--- src/rtl/cpu32_io_pkg.sv ---
// Shared definitions for the cpu32 memory-mapped I/O blocks.
// Holds the UART register offsets (word offsets, addr[3:2]), the STATUS
// bit positions and the transmit state enumeration.
package cpu32_io_pkg;

  localparam logic [1:0] UART_TXDATA = 2'd0;
  localparam logic [1:0] UART_STATUS = 2'd1;

  localparam int ST_FULL    = 0;
  localparam int ST_EMPTY   = 1;
  localparam int ST_BUSY    = 2;
  localparam int ST_OVF     = 3;
  localparam int ST_CNT_LSB = 4;

  typedef enum logic [1:0] {
    IDLE  = 2'd0,
    START = 2'd1,
    DATA  = 2'd2,
    STOP  = 2'd3
  } uart_state_t;

endpackage

--- src/rtl/sync_fifo.sv ---
// Synchronous FIFO, single clock, head-of-queue visible on dout.
// Ports:
//   clk, reset_n : clock and asynchronous active-low reset
//   push, din    : write request and data; ignored when full (even if a pop
//                  happens in the same cycle)
//   pop, dout    : read request and current head; ignored when empty
//   full, empty  : occupancy flags
//   count        : number of stored entries, DEPTH_LOG2+1 bits
module sync_fifo #(
  parameter int WIDTH      = 8,
  parameter int DEPTH_LOG2 = 3
) (
  input  logic                  clk,
  input  logic                  reset_n,
  input  logic                  push,
  input  logic                  pop,
  input  logic [WIDTH-1:0]      din,
  output logic [WIDTH-1:0]      dout,
  output logic                  full,
  output logic                  empty,
  output logic [DEPTH_LOG2:0]   count
);

  localparam logic [DEPTH_LOG2:0] DEPTH = (DEPTH_LOG2+1)'(2**DEPTH_LOG2);

  logic [WIDTH-1:0]      mem [2**DEPTH_LOG2];
  logic [DEPTH_LOG2-1:0] wr_ptr;
  logic [DEPTH_LOG2-1:0] rd_ptr;
  logic                  push_ok;
  logic                  pop_ok;

  assign full    = (count == DEPTH);
  assign empty   = (count == '0);
  assign push_ok = push & ~full;
  assign pop_ok  = pop & ~empty;
  assign dout    = mem[rd_ptr];

  // Storage holds data only and needs no reset.
  always_ff @(posedge clk) begin
    if (push_ok) mem[wr_ptr] <= din;
  end

  always_ff @(posedge clk or negedge reset_n) begin
    if (!reset_n) begin
      wr_ptr <= '0;
      rd_ptr <= '0;
      count  <= '0;
    end else begin
      if (push_ok) wr_ptr <= wr_ptr + 1'b1;
      if (pop_ok)  rd_ptr <= rd_ptr + 1'b1;
      case ({push_ok, pop_ok})
        2'b10:   count <= count + 1'b1;
        2'b01:   count <= count - 1'b1;
        default: count <= count;
      endcase
    end
  end

endmodule

--- src/rtl/uart_tx_mmio.sv ---
// Memory-mapped 8N1 UART transmitter on the cpu32 data bus.
// Stores to TXDATA are queued in a FIFO and shifted out LSB first on tx.
// Ports:
//   clk, reset_n : system clock, asynchronous active-low reset
//   addr, wdata  : CPU data address / write data (only wdata[7:0] used)
//   we           : CPU write strobe
//   rdata        : registered read data (STATUS at offset 1, else 0)
//   tx           : serial line, idle high, registered
//   busy         : frame in progress or FIFO non-empty
module uart_tx_mmio
  import cpu32_io_pkg::*;
#(
  parameter logic [15:0] BASE       = 16'hB000,
  parameter int          DIVISOR    = 434,
  parameter int          DEPTH_LOG2 = 3
) (
  input  logic        clk,
  input  logic        reset_n,
  input  logic [31:0] addr,
  input  logic [31:0] wdata,
  input  logic        we,
  output logic [31:0] rdata,
  output logic        tx,
  output logic        busy
);

  localparam logic [15:0] BAUD_RELOAD = 16'(DIVISOR - 1);

  logic                sel;
  logic [1:0]          off;
  logic                push;
  logic                pop;
  logic                full;
  logic                empty;
  logic [DEPTH_LOG2:0] count;
  logic [7:0]          head;
  logic                ovf;
  logic                ovf_clr;
  logic [31:0]         status;
  logic                unused_bits;

  uart_state_t state;
  logic [2:0]  bit_idx;
  logic [15:0] baud;
  logic [7:0]  shift;
  logic        baud_done;

  assign sel         = (addr[31:16] == BASE);
  assign off         = addr[3:2];
  assign push        = sel & we & (off == UART_TXDATA);
  assign ovf_clr     = sel & we & (off == UART_STATUS);
  assign baud_done   = (baud == 16'd0);
  assign busy        = (state != IDLE) | ~empty;
  assign unused_bits = ^{addr[15:4], addr[1:0], wdata[31:8]};

  // Pop either from idle or at stop-bit expiry, so back-to-back frames
  // run with no idle cycle between them.
  assign pop = ~empty & ((state == IDLE) | ((state == STOP) & baud_done));

  sync_fifo #(
    .WIDTH      (8),
    .DEPTH_LOG2 (DEPTH_LOG2)
  ) u_fifo (
    .clk     (clk),
    .reset_n (reset_n),
    .push    (push),
    .pop     (pop),
    .din     (wdata[7:0]),
    .dout    (head),
    .full    (full),
    .empty   (empty),
    .count   (count)
  );

  always_comb begin
    status                   = '0;
    status[ST_FULL]          = full;
    status[ST_EMPTY]         = empty;
    status[ST_BUSY]          = busy;
    status[ST_OVF]           = ovf;
    status[ST_CNT_LSB +: 4]  = 4'(count);
  end

  // Bus side: sticky overflow (clear wins) and registered read data.
  always_ff @(posedge clk or negedge reset_n) begin
    if (!reset_n) begin
      ovf   <= 1'b0;
      rdata <= '0;
    end else begin
      if (ovf_clr)          ovf <= 1'b0;
      else if (push & full) ovf <= 1'b1;
      rdata <= (sel && off == UART_STATUS) ? status : 32'd0;
    end
  end

  // Shift register carries data only; loaded on pop, shifted per data bit.
  always_ff @(posedge clk) begin
    if (pop)                               shift <= head;
    else if (state == DATA && baud_done)   shift <= shift >> 1;
  end

  // Transmit FSM. tx is registered from the current state, so the line
  // follows the state by one cycle while each bit still lasts DIVISOR cycles.
  always_ff @(posedge clk or negedge reset_n) begin
    if (!reset_n) begin
      state   <= IDLE;
      bit_idx <= 3'd0;
      baud    <= 16'd0;
      tx      <= 1'b1;
    end else begin
      case (state)
        START:   tx <= 1'b0;
        DATA:    tx <= shift[0];
        default: tx <= 1'b1;
      endcase
      case (state)
        IDLE: begin
          if (pop) begin
            baud  <= BAUD_RELOAD;
            state <= START;
          end
        end
        START: begin
          if (baud_done) begin
            baud    <= BAUD_RELOAD;
            bit_idx <= 3'd0;
            state   <= DATA;
          end else begin
            baud <= baud - 16'd1;
          end
        end
        DATA: begin
          if (baud_done) begin
            baud    <= BAUD_RELOAD;
            bit_idx <= bit_idx + 3'd1;
            if (bit_idx == 3'd7) state <= STOP;
          end else begin
            baud <= baud - 16'd1;
          end
        end
        STOP: begin
          if (baud_done) begin
            baud  <= BAUD_RELOAD;
            state <= pop ? START : IDLE;
          end else begin
            baud <= baud - 16'd1;
          end
        end
        default: state <= IDLE;
      endcase
    end
  end

endmodule

--- config.mk ---
export PLATFORM = sky130hd
export DESIGN_NAME = uart_tx_mmio
export DESIGN_NICKNAME = d
export VERILOG_FILES = /design/src/rtl/cpu32_io_pkg.sv /design/src/rtl/sync_fifo.sv /design/src/rtl/uart_tx_mmio.sv
export SDC_FILE = /design/constraint.sdc
export NUM_CORES = 1
export LEC_CHECK = 0
export ABC_AREA = 1
export CAP_MARGIN = 15
export CORE_MARGIN = 2
export CORE_UTILIZATION = 56
export DETAILED_ROUTE_END_ITERATION = 8
export PLACE_DENSITY = 0.86
export SLEW_MARGIN = 20
export SYNTH_ARGS = -nofsm -noshare
export SYNTH_HDL_FRONTEND = slang
export SYNTH_SLANG_ARGS = --single-unit
--- constraint.sdc ---
create_clock -name clk -period 7.8 [get_ports clk]
set_clock_uncertainty 0.2 [all_clocks]
set_input_delay 1.17 -clock clk [delete_from_list [all_inputs] [get_ports clk]]
set_output_delay 1.17 -clock clk [all_outputs]
set_load 0.02 [all_outputs]
# ---- Yosys cells after proc, flatten, opt, wreduce, memory -nomap -nowiden
# Memories as Yosys holds them, arrays and structs flattened.
# Index checks and enable logic that the tools add are counted.
dict set report totals {
  regBits 49
  ram_bits 64
  in_bits 67
  elab_cells 79
  memories 1
}
dict set report op_classes {
  addsub 6
  eq_ne 14
  mux 22
  bitwise_logic 12
  n_reduce_logical 14
}
# name depth word_bits read_ports rd_clocked_by_memory_dff write_ports line_no
set memory_table {}
lappend memory_table {u_fifo.mem 8 8 1 0 1 sync_fifo.sv:26} ;# logic [WIDTH-1:0] mem [2**DEPTH_LOG2];
# op count
set op_table {}
lappend op_table {{two-way mux 16 bit} 2}
lappend op_table {{one-hot mux 16 bit (2 select lines)} 1}
lappend op_table {{two-way mux 8 bit} 3}
lappend op_table {{== test 16 bit, second input constant} 1}
lappend op_table {{zero test 16 bit} 1}
lappend op_table {{subtractor 16 x 1 -> 16 bit, second input constant} 1}
lappend op_table {{two-way mux 2 bit} 5}
lappend op_table {{nonzero test 2 bit} 5}
lappend op_table {{adder 3 x 1 -> 3 bit, second input constant} 3}
lappend op_table {{bitwise AND 1 bit} 8}
lappend op_table {{inequality test 2 bit, second input constant} 4}
lappend op_table {{one-hot mux 2 bit (4 select lines)} 1}
lappend op_table {{one-hot mux 4 bit (2 select lines)} 1}
lappend op_table {{== test 2 x 1 -> 1 bit, second input constant} 3}
lappend op_table {{== test 2 bit, second input constant} 3}
lappend op_table {{two-way mux 3 bit} 2}
lappend op_table {{one-hot mux 3 bit (2 select lines)} 1}
lappend op_table {{two-way mux 1 bit} 5}
lappend op_table {{AND reduction 5 bit} 1}
lappend op_table {{adder 4 x 1 -> 4 bit, second input constant} 1}
lappend op_table {{== test 4 bit, second input constant} 1}
lappend op_table {{zero test 2 bit} 2}
lappend op_table {{zero test 4 bit} 1}
lappend op_table {{subtractor 4 x 1 -> 4 bit, second input constant} 1}
lappend op_table {{8 further kinds} 11}

# ---- Logic depth before layout (Yosys ltp)
# Gate-level depths: netlist of run 1.
dict set report logic_depth {
  depth_word 7
  mapped_depth 16
  depth_no_buf 15
}

# ---- Cells and area by module
# A second synthesis of run 1 with hierarchy kept.
dict set report hier_totals {
  hier_cells 622
  area_unflattened_um2 5641.7
}
# module instances cells_per_inst area_each_um2 seq_area_each_um2
set modules_own_cells {}
lappend modules_own_cells {sync_fifo 1 357 3402.0 2172.1}
lappend modules_own_cells {uart_tx_mmio 1 265 2239.6 1017.2}

# ---- Worst setup path after synthesis of run 1
# No wires, ideal clock.
dict set report synth_path {
  path_type {input port to flip-flop}
  startpoint {input addr[23]}
  endpoint {register u_fifo.count[3]}
  t_arrival_ns 2.848
  required_ns 7.469
  slack_ns 4.622
  path_stages 13
  n_path_buf 0
  path_cell_list {nor2_1 -> nand2_1 -> nor2_1 -> nand2_1 -> nor2_4 -> nand3_2 -> ha_1 -> ha_1 -> a21oi_1 -> nand2_1 -> a21oi_1 -> o21ai_0 -> xor2_1}
}
dict set report synth_between {
  elab_chain_len 6
  elab_cells_between_ends 8
  classes_between {eq/ne (3); mux (1); bitwise (3); reduce/logical (1)}
}
# item line_no
set synth_rtl {}
lappend synth_rtl {{start, declared} uart_tx_mmio.sv:19} ;# input logic [31:0] addr,
lappend synth_rtl {{== test 16 bit *} uart_tx_mmio.sv:48} ;# assign sel = (addr[31:16] == BASE);
lappend synth_rtl {{bitwise AND 1 bit * (2 in a row)} uart_tx_mmio.sv:50} ;# assign push = sel & we & (off == UART_TXDATA);
lappend synth_rtl {{bitwise AND 1 bit *} sync_fifo.sv:34} ;# assign push_ok = push & ~full;
lappend synth_rtl {{== test 2 x 1 -> 1 bit or == test 2 bit (tied branches)} sync_fifo.sv:51} ;# case ({push_ok, pop_ok})
lappend synth_rtl {{one-hot mux 4 bit (2 select lines) or nonzero test 2 bit (tied branches)} -}
lappend synth_rtl {{end signal, assigned} sync_fifo.sv:52} ;# 2'b10: count <= count + 1'b1;
lappend synth_rtl {{end signal, assigned} sync_fifo.sv:53} ;# 2'b01: count <= count - 1'b1;
lappend synth_rtl {{end signal, assigned} sync_fifo.sv:54} ;# default: count <= count;
lappend synth_rtl {{end, declared} sync_fifo.sv:21} ;# output logic [DEPTH_LOG2:0] count
# Every way passes the cells marked *; elsewhere a longest branch is shown, timed or not.
# A chain may end at the register's enable or synchronous reset.

# ---- Worst setup path after layout of run 1
dict set report layout_path {
  startpoint {register u_fifo.count[1]}
  endpoint {output busy}
}
dict set report layout_between {
  elab_chain_len 3
}
# item line_no
set layout_rtl {}
lappend layout_rtl {{zero test 4 bit} sync_fifo.sv:33} ;# assign empty = (count == '0);
lappend layout_rtl {{NOT 1 bit} uart_tx_mmio.sv:53} ;# assign busy = (state != IDLE) | ~empty;
lappend layout_rtl {{OR 1 bit} uart_tx_mmio.sv:53}
lappend layout_rtl {{end, declared} uart_tx_mmio.sv:24} ;# output logic busy
# Every way passes these cells.

==> reports/qor.txt, run 1 <==
data arrival time of the critical path: 2.27 ns
# clock sinks: 113
setup slack, reg-to-reg: 4.79 ns
WP data required: 6.43 ns
highest clock rate: 274.7 MHz
Total Wirelength: 10,770 um
Area contributors post-synth: edfxtp_1 (41%), dfrtp_1 (19%), nand2_1 (8.4%), nor2_1 (5.6%), buf_4 (3.4%)
root buffer cell: clkbuf_8
number of buffers added on ports: 38
Synth top area share: 40.64%
Hold Startpoint: shift[0]
area growth from synthesis to layout: 16.93%
EDFF count, synth: 72
Clock transition at path regs: 0.06 ns
Mapped Cells: 527
Most used DFF post-synth: edfxtp_1
syn_area_per_cell: 10.10 um2
VDD IR-drop max: 0.1957 mV
mapped cell area: 0.005320 mm2
first-pass GRT wire length: 17,290 um
Die X: 101.5 um
critical path class: register to output port
Clock Latency Late Sink: 0.52 ns
CP Max Fanout: 14
Yosys reg bits: 113
non-filler instance count after layout: 712
Top-Level Pins: 101
total core area: 0.009240 mm2
number of fill cells: 621
worst r2r src: baud[0]
grt total ovfl: 0
leak pwr: 2.567 nW
H-tree depth: 4
layout cells sized above 1: 10.46%
TritonCTS Buffers: 17
total number of vias: 3,873
pre-CTS setup slack: 3.918 ns
Slew HR: 27.35%
setup TNS: 0 ns
# rows: 35
most common cell in the netlist: nand2_1
count of pins over their slew limit: 0
Worst Max-Slew Pin Slew: 1.090 ns
# diodes: 0
vias per inst: 5.440
count of cell types in the netlist: 37
TritonCTS clock tree: done
post-CTS sizing: 0
count of antenna-violating nets left after detailed routing: 0
maximum clock path buffer count: 2
RSZ-0062 raised after global routing: false
final net count: 650
Post-synth ARST share: 36.28%
Final WS setup: 4.159 ns
Post-CTS Setup Bufs: 0
crit end category: output port
synth cell count leaders: nand2_1 (119), nor2_1 (79), edfxtp_1 (72)
initial antenna violation count: 0
vias in the first global route: 3,704
largest net degree at the start of global routing: 42
Die Ht: 101.5 um
Seq/Total Area, Yosys: 59.95%
die area: 0.01030 mm2
critical path startpoint category: register
effective utilization at floorplan: 57.58%
DR WL/cell: 15.12 um
ratio of final minimum period to clock period: 46.68%
Hold Fails Final Rpt: 0
largest area contributor in the netlist: edfxtp_1
start point of the critical path: u_fifo.count[1]
HP Class: register to register
Synth warnings: 0
dpl hpwl: 6410 um
first-pass detailed-route iteration total: 5
GRT Overall Usage: 22.35%
final setup fails: 0
fin util: 67.33%
1st-iter DRT viols: 344
Placed Cells: 680
GPL Wtd Cong: 0.7915
Max-cap violations: 0
cts hold-fix bufs: 0
fin crit period: 3.641 ns
status: finished clean
Power Density: 221.8 mW/mm2
DRC viols: 0
-- cell type report --
type / instances / area [um2] / share of cell area [%]
tap: 129 / 161.4 / 2.595
inverter: 38 / 145.1 / 2.333
sequential: 113 / 3189 / 51.27
clock inverter: 14 / 132.6 / 2.132
multi-input combinational: 362 / 1799 / 28.92
clock buffer: 18 / 417.9 / 6.718
timing repair buffer: 38 / 375.4 / 6.034
-- path summary, 6_finish.rpt --
kind / to / cells after the start
worst min register to register: tx / 2
min in group asynchronous: baud[10] / 1
worst max-delay path: busy / 5
worst min-delay path: tx / 2
worst max register to register: u_fifo.count[3] / 15
max in group asynchronous: rdata[3] / 1
-- critical path, stage by stage, from the launching register on --
cell and delay, ns:
dfrtp_1 0.42, inv_1 0.15, nand3_2 0.15, nor2_2 0.19
nand2_2 0.23, clkdlybuf4s50_1 0.61
-- sequential cells by signal, indices dropped and copies added (netlist names) --
signal and flops:
baud 16, u_fifo.rd_ptr 3, state 2, u_fifo.count 4
bit_idx 3, shift 8, ovf 1, u_fifo.mem 64
rdata 8, u_fifo.wr_ptr 3, tx 1
-- layout by cell type, fill, tap and decap left out, types with 12 or more instances in the layout --
cell	synthesis	layout
edfxtp_1	72	72
dfrtp_1	40	40
conb_1	1	24
o22ai_1	23	23
inv_1	31	31
clkbuf_16	0	16
nand3_1	15	15
nor2_1	79	79
clkdlybuf4s50_1	0	37
ha_1	12	12
nand2_1	119	119
o21ai_0	33	33
-- where the power goes --
part           switching [mW]  internal (mW)
Combinational          0.0208         0.0127
Sequential         0.00000499          0.638
Clock                   0.283          0.426
-- cells by family (layout without fill, tap and decap cells) --
family / count (synthesis) / count (layout) / share of synthesized area (%)
xor+xnor: 10 / 10 / 1.646
buf+inv: 75 / 108 / 7.855
flops: 113 / 113 / 59.95
simple gates: 241 / 241 / 19.52
fa+ha+maj: 13 / 13 / 3.198
other cells: 1 / 24 / 0.07049
compound gates: 74 / 74 / 7.761
-- layer usage --
layer / vias to the layer above / share of wire, % / track usage, %
met4: 0 / 2.2 / 10.60
met3: 30 / 6.7 / 6.763
met2: 176 / 50 / 36.17
met5: - / 0 / 0
li1: 1816 / - / -
met1: 1851 / 41 / 27.66
-- per-stage QoR --
stage          total power, mW  hold WS (ns)  cell area [um2]
3_5_place_dp            0.6831        0.2437             5670
5_1_grt                  1.419        0.2867             6221
6_report                 1.380        0.2507             6221
3_3_place_gp            0.6823        0.2437             5670
2_1_floorplan           0.6709        0.2228             5406
4_1_cts                  1.384        0.2573             6221
No activity file was read; power rests on OpenSTA's default activity.
==> run 2: changes to the inputs <==
--- a/config.mk
+++ b/config.mk
@@ -8,9 +8,9 @@
 export ABC_AREA = 1
 export CAP_MARGIN = 15
 export CORE_MARGIN = 2
-export CORE_UTILIZATION = 56
+export CORE_UTILIZATION = 52
 export DETAILED_ROUTE_END_ITERATION = 8
-export PLACE_DENSITY = 0.86
+export PLACE_DENSITY = 0.81
 export SLEW_MARGIN = 20
 export SYNTH_ARGS = -nofsm -noshare
 export SYNTH_HDL_FRONTEND = slang
==> constraint.sdc (replaced) <==
create_clock -name clk -period 3.65 [get_ports clk]
set_clock_uncertainty 0.2 [all_clocks]
set_input_delay 0.5475 -clock clk [delete_from_list [all_inputs] [get_ports clk]]
set_output_delay 0.5475 -clock clk [all_outputs]
set_load 0.02 [all_outputs]
==> run 2 against run 1 <==
  * Critical path depth rose by 10
  * Clock power rose by 130%
  * Routed wire length fell by 0.62%
  * Die area rose by 7.4%
  * Final area rose by 1.9%
  * Critical path type is now register to register
  * Critical endpoint is now u_fifo.count[3]
  * Largest cell class unchanged
==> reports/qor.txt, run 2 (same netlist as run 1, synthesis figures left out) <==
status: finished clean
vias per inst: 5.196
highest clock rate: 329.2 MHz
DRC viols: 0
met3 routed WL: 811 um
start point of the critical path: baud[0]
number of flip-flops in the largest register: 64
effective utilization at floorplan: 53.93%
DRT met1 WL: 4331 um
leak pwr: 2.633 nW
Slew HR: 39.10%
data arrival time of the critical path: 3.23 ns
count of antenna-violating nets left after detailed routing: 0
VDD IR-drop max: 0.4722 mV
worst r2r src: baud[0]
Psw: 0.6236 mW
Comb power frac: 2.4%
count of pins over their slew limit: 0
CP Max Fanout: 12
Hold Fails Final Rpt: 0
ratio of final minimum period to clock period: 83.21%
Worst Max-Slew Pin Slew: 0.9134 ns
post-CTS sizing: 0
Clock transition at path regs: 0.06 ns
grt total ovfl: 0
most frequent cells in the layout: nand2_1 (119), nor2_1 (79), edfxtp_1 (72)
Seq pwr share: 44.7%
TritonCTS Buffers: 17
maximum clock path buffer count: 2
WP data required: 3.84 ns
total number of vias: 3,772
HP Class: register to register
DR WL/cell: 14.74 um
crit end category: register
Hold Startpoint: shift[0]
# clock sinks: 113
Max-cap violations: 0
total core area: 0.009864 mm2
RSZ-0062 raised after global routing: false
initial antenna violation count: 0
# diodes: 0
Clk pwr share: 53.0%
Die X: 105.2 um
dpl hpwl: 6631 um
Top-Level Pins: 101
first-pass detailed-route iteration total: 5
cell area after layout: 0.006336 mm2
final net count: 660
fin crit period: 3.037 ns
root buffer cell: clkbuf_8
largest net degree at the start of global routing: 42
die area: 0.01106 mm2
Top reg by flops: u_fifo.mem
first-pass GRT wire length: 17,570 um
layout cells sized above 1: 11.47%
H-tree depth: 4
GPL Wtd Cong: 0.8204
GRT Overall Usage: 20.57%
switch share: 20.42%
area growth from synthesis to layout: 19.10%
# rows: 36
critical path startpoint category: register
most common cell after layout, fill and taps aside: nand2_1
critical path class: register to register
final setup fails: 0
TritonCTS clock tree: done
number of buffers added on ports: 38
Power Density: 481.9 mW/mm2
1st-iter DRT viols: 369
setup TNS: 0 ns
Total Wirelength: 10,700 um
Clock Latency Late Sink: 0.53 ns
vias in the first global route: 3,661
Post-DP Area: 0.005743 mm2
internal cell power: 2.430 mW
Top Layer Used: met4
Largest regs: u_fifo.mem (64), baud (16)
DR WL met2: 5419 um
Die Ht: 105.2 um
run 2: what timing repair did:
| item | CTS | global route |
|---|---|---|
| endpoints found under the setup margin | 0 | 0 |
| setup buffers | 0 | 0 |
| hold endpoints to repair | 40 | 0 |
| hold buffers | 1 | 0 |
run 2: layer usage:
layer,up-vias,global-route usage [%]
met2,170,34.14
met4,0,8.857
met3,12,5.552
met5,-,0
met1,1762,25.32
li1,1828,-
run 2: critical path: stages (launching register included):
cell and delay, ns:
dfrtp_1 0.39, inv_1 0.08, ha_1 0.20, nand2_1 0.09
nor2_2 0.14, nand2_2 0.09, nand2_4 0.16, nand2_4 0.14
inv_4 0.15, ha_1 0.27, ha_1 0.31, a21oi_1 0.14
nand2_1 0.09, a21oi_1 0.16, o21ai_0 0.14, xor2_1 0.16
run 2: final timing paths:
check                      slack [ns]              end  depth (start not counted)
setup / recovery                 0.61  u_fifo.count[3]                         15
hold / removal                   0.26               tx                          2
setup reg to reg                 0.61  u_fifo.count[3]                         15
hold reg to reg                  0.26               tx                          2
max in group asynchronous        2.18         rdata[7]                          2
min in group asynchronous        0.49          baud[9]                          2
run 2: per-stage QoR:
step / setup slack [ns] / cells / util, % / hold WS [ns] / total power [mW]
floorplan: 1.094 / 550 / - / 0.05191 / 1.434
global placement: 0.5109 / 693 / 58.22 / 0.2435 / 1.459
detailed placement: 0.4001 / 693 / 58.22 / 0.2563 / 1.460
CTS: 0.6089 / 726 / 64.23 / 0.2721 / 3.072
global route: 0.3763 / 726 / 64.23 / 0.2975 / 3.138
finish: 0.6128 / 726 / 64.23 / 0.2636 / 3.053
run 2: cell type report:
type                       instances  area (um2)
clock buffer                      19       421.7
inverter                          38       145.1
multi-input combinational        362        1799
timing repair buffer              48       452.9
tap                              133       166.4
clock inverter                    13       161.4
fill                             711        3528
sequential                       113        3189
run 2: power groups by stage:
stage	Clock [mW]	Combinational (mW)	Sequential, mW
5_1_grt	1.70	0.0804	1.36
3_3_place_gp	0	0.0707	1.39
6_report	1.62	0.0727	1.36
3_5_place_dp	0	0.0722	1.39
2_1_floorplan	0	0.0452	1.39
4_1_cts	1.64	0.0733	1.36
==> run 3: changes to the inputs <==
--- a/config.mk
+++ b/config.mk
@@ -8,9 +8,9 @@
 export ABC_AREA = 1
 export CAP_MARGIN = 15
 export CORE_MARGIN = 2
-export CORE_UTILIZATION = 52
+export CORE_UTILIZATION = 47
 export DETAILED_ROUTE_END_ITERATION = 8
-export PLACE_DENSITY = 0.81
+export PLACE_DENSITY = 0.77
 export SLEW_MARGIN = 20
 export SYNTH_ARGS = -nofsm -noshare
 export SYNTH_HDL_FRONTEND = slang
==> constraint.sdc (replaced) <==
create_clock -name clk -period 2.5 [get_ports clk]
set_clock_uncertainty 0.2 [all_clocks]
set_input_delay 0.375 -clock clk [delete_from_list [all_inputs] [get_ports clk]]
set_output_delay 0.375 -clock clk [all_outputs]
set_load 0.02 [all_outputs]
==> run 3 against run 2 <==
  * Utilization down 4.2 points
  * Final cell count grew 3.6%
  * Sequential power grew 46%
  * Flip-flop and latch count unchanged
  * Via count is 1.4% higher
  * Power grew 43%
  * Global-route usage shrank 1.6 points
  * Register-to-register slack worse by 0.56 ns
  * Final area increased by 3.6%
  * Critical endpoint unchanged
  * Largest cell class unchanged
  * Highest routed layer unchanged
==> reports/qor.txt, run 3 (same netlist as run 1, synthesis figures left out) <==
critical path startpoint category: register
ratio of final minimum period to clock period: 97.84%
hold slack final: 0.2660 ns
DR WL/cell: 14.21 um
1st-iter DRT viols: 189
worst hold endpoint: tx
Hold Fails Final Rpt: 0
Die Ht: 110.4 um
GPL Wtd Cong: 0.8206
largest net degree at the start of global routing: 42
vias in the first global route: 3,617
Top-Level Pins: 101
final net count: 679
count of pins over their slew limit: 0
vias per inst: 5.088
effective utilization at floorplan: 48.65%
GRT Overall Usage: 19.01%
Largest regs: u_fifo.mem (64), baud (16)
final setup fails: 0
TritonCTS clock tree: done
Max-cap violations: 0
# diodes: 0
H-tree depth: 4
grt total ovfl: 0
Clock Latency Late Sink: 0.43 ns
Multi-input gate area: 0.001887 mm2
fin crit period: 2.446 ns
first-pass detailed-route iteration total: 4
number of buffers added on ports: 38
highest clock rate: 408.8 MHz
most common cell after layout, fill and taps aside: nand2_1
WP data required: 2.60 ns
Slew HR: 38.58%
Die X: 110.4 um
most frequent cells in the layout: nand2_1 (118), nor2_1 (73), edfxtp_1 (72)
CP Max Fanout: 4
total number of vias: 3,826
non-filler instance count after layout: 752
number of fill cells: 837
setup TNS: 0 ns
crit end category: register
Reg area: 0.003191 mm2
Power Density: 666.0 mW/mm2
VDD IR-drop max: 0.9226 mV
Power Total: 4.372 mW
fin util: 60.02%
Top reg by flops: u_fifo.mem
Worst Max-Slew Pin Slew: 0.9214 ns
# clock sinks: 113
count of antenna-violating nets left after detailed routing: 0
total core area: 0.01094 mm2
initial antenna violation count: 0
die area: 0.01219 mm2
worst r2r src: state[1]
# rows: 38
data arrival time of the critical path: 2.55 ns
status: finished clean
dpl hpwl: 6736 um
leak pwr: 2.712 nW
r2r endpoint: u_fifo.count[3]
Clock transition at path regs: 0.05 ns
Placed Cells: 713
maximum clock path buffer count: 2
Reg2Reg Depth: 13
Total Wirelength: 10,690 um
HP Class: register to register
Hold Startpoint: shift[0]
number of flip-flops in the largest register: 64
TritonCTS Buffers: 17
area growth from synthesis to layout: 23.38%
layout cells sized above 1: 16.99%
first-pass GRT wire length: 17,000 um
DRC viols: 0
setup slack, reg-to-reg: 0.05 ns
Hold Path Stages: 2
critical path class: register to register
root buffer cell: clkbuf_16
run 3: changes by cell type in the layout (fill, tap and decap cells not counted), sizes merged:
cell and change:
clkdlybuf4s50 -1, clkbuf -1, bufinv -2, buf +19
clkinvlp +3, dlygate4sd2 +1
run 3: area by class of cell:
cell class | instances | share of cell area, %
multi-input cells | 362 | 28.75
inverters | 38 | 2.211
flip-flops and latches | 113 | 48.61
clock buffers | 18 | 6.691
repair buffers | 67 | 9.055
clock inverters | 14 | 2.021
well taps | 140 | 2.669
run 3: worst max-delay path: stages (launching register included):
cell     delay (ns)
dfrtp_1        0.41
inv_1          0.13
ha_1           0.23
nor2_2         0.06
nor2_4         0.14
nand2_4        0.07
inv_4          0.07
ha_4           0.16
ha_4           0.21
a21oi_2        0.17
nand2_2        0.09
a21oi_2        0.13
o21ai_1        0.09
xor2_1         0.15
run 3: metrics by stage:
step / setup slack [ns] / instance area, um2
final: 0.05406 / 6564
after global placement: -0.3161 / 5867
after detailed placement: -0.4158 / 5867
after floorplan: 0.05332 / 5424
after CTS: 0.004978 / 6457
after global routing: -0.05150 / 6564
run 3: worst max-delay path by stage:
stage | startpoint | endpoint | depth (start not counted) | slack [ns]
2_1_floorplan | baud[0] | u_fifo.count[3] | 16 | 0.05
5_1_grt | baud[6] | u_fifo.count[3] | 14 | -0.05
4_1_cts | u_fifo.count[1] | u_fifo.count[3] | 13 | 0.005
3_3_place_gp | addr[23] | u_fifo.count[3] | 14 | -0.32
3_5_place_dp | addr[23] | u_fifo.count[3] | 14 | -0.42
6_report | state[1] | u_fifo.count[3] | 13 | 0.05
run 3: power breakdown:
part | switching [mW] | internal, mW | total [mW]
sequential | 0.0000183 | 1.99 | 1.99
clock | 0.876 | 1.40 | 2.27
combinational | 0.0670 | 0.0429 | 0.110
run 3: repair_timing:
action	CTS	global route
hold buffers	1	0
hold endpoints to repair	40	0
resized for setup	3	16
pin swaps	1	5
buffers inserted	0	6
endpoints found under the setup margin	2	2
cloned	0	0
run 3: metal layers:
layer,share of wire (%),global-route usage [%],vias to the layer above
li1,-,-,1867
met1,41,22.12,1813
met2,51,32.03,128
met3,6.1,5.879,18
met4,2.3,9.107,0
met5,0,0,-
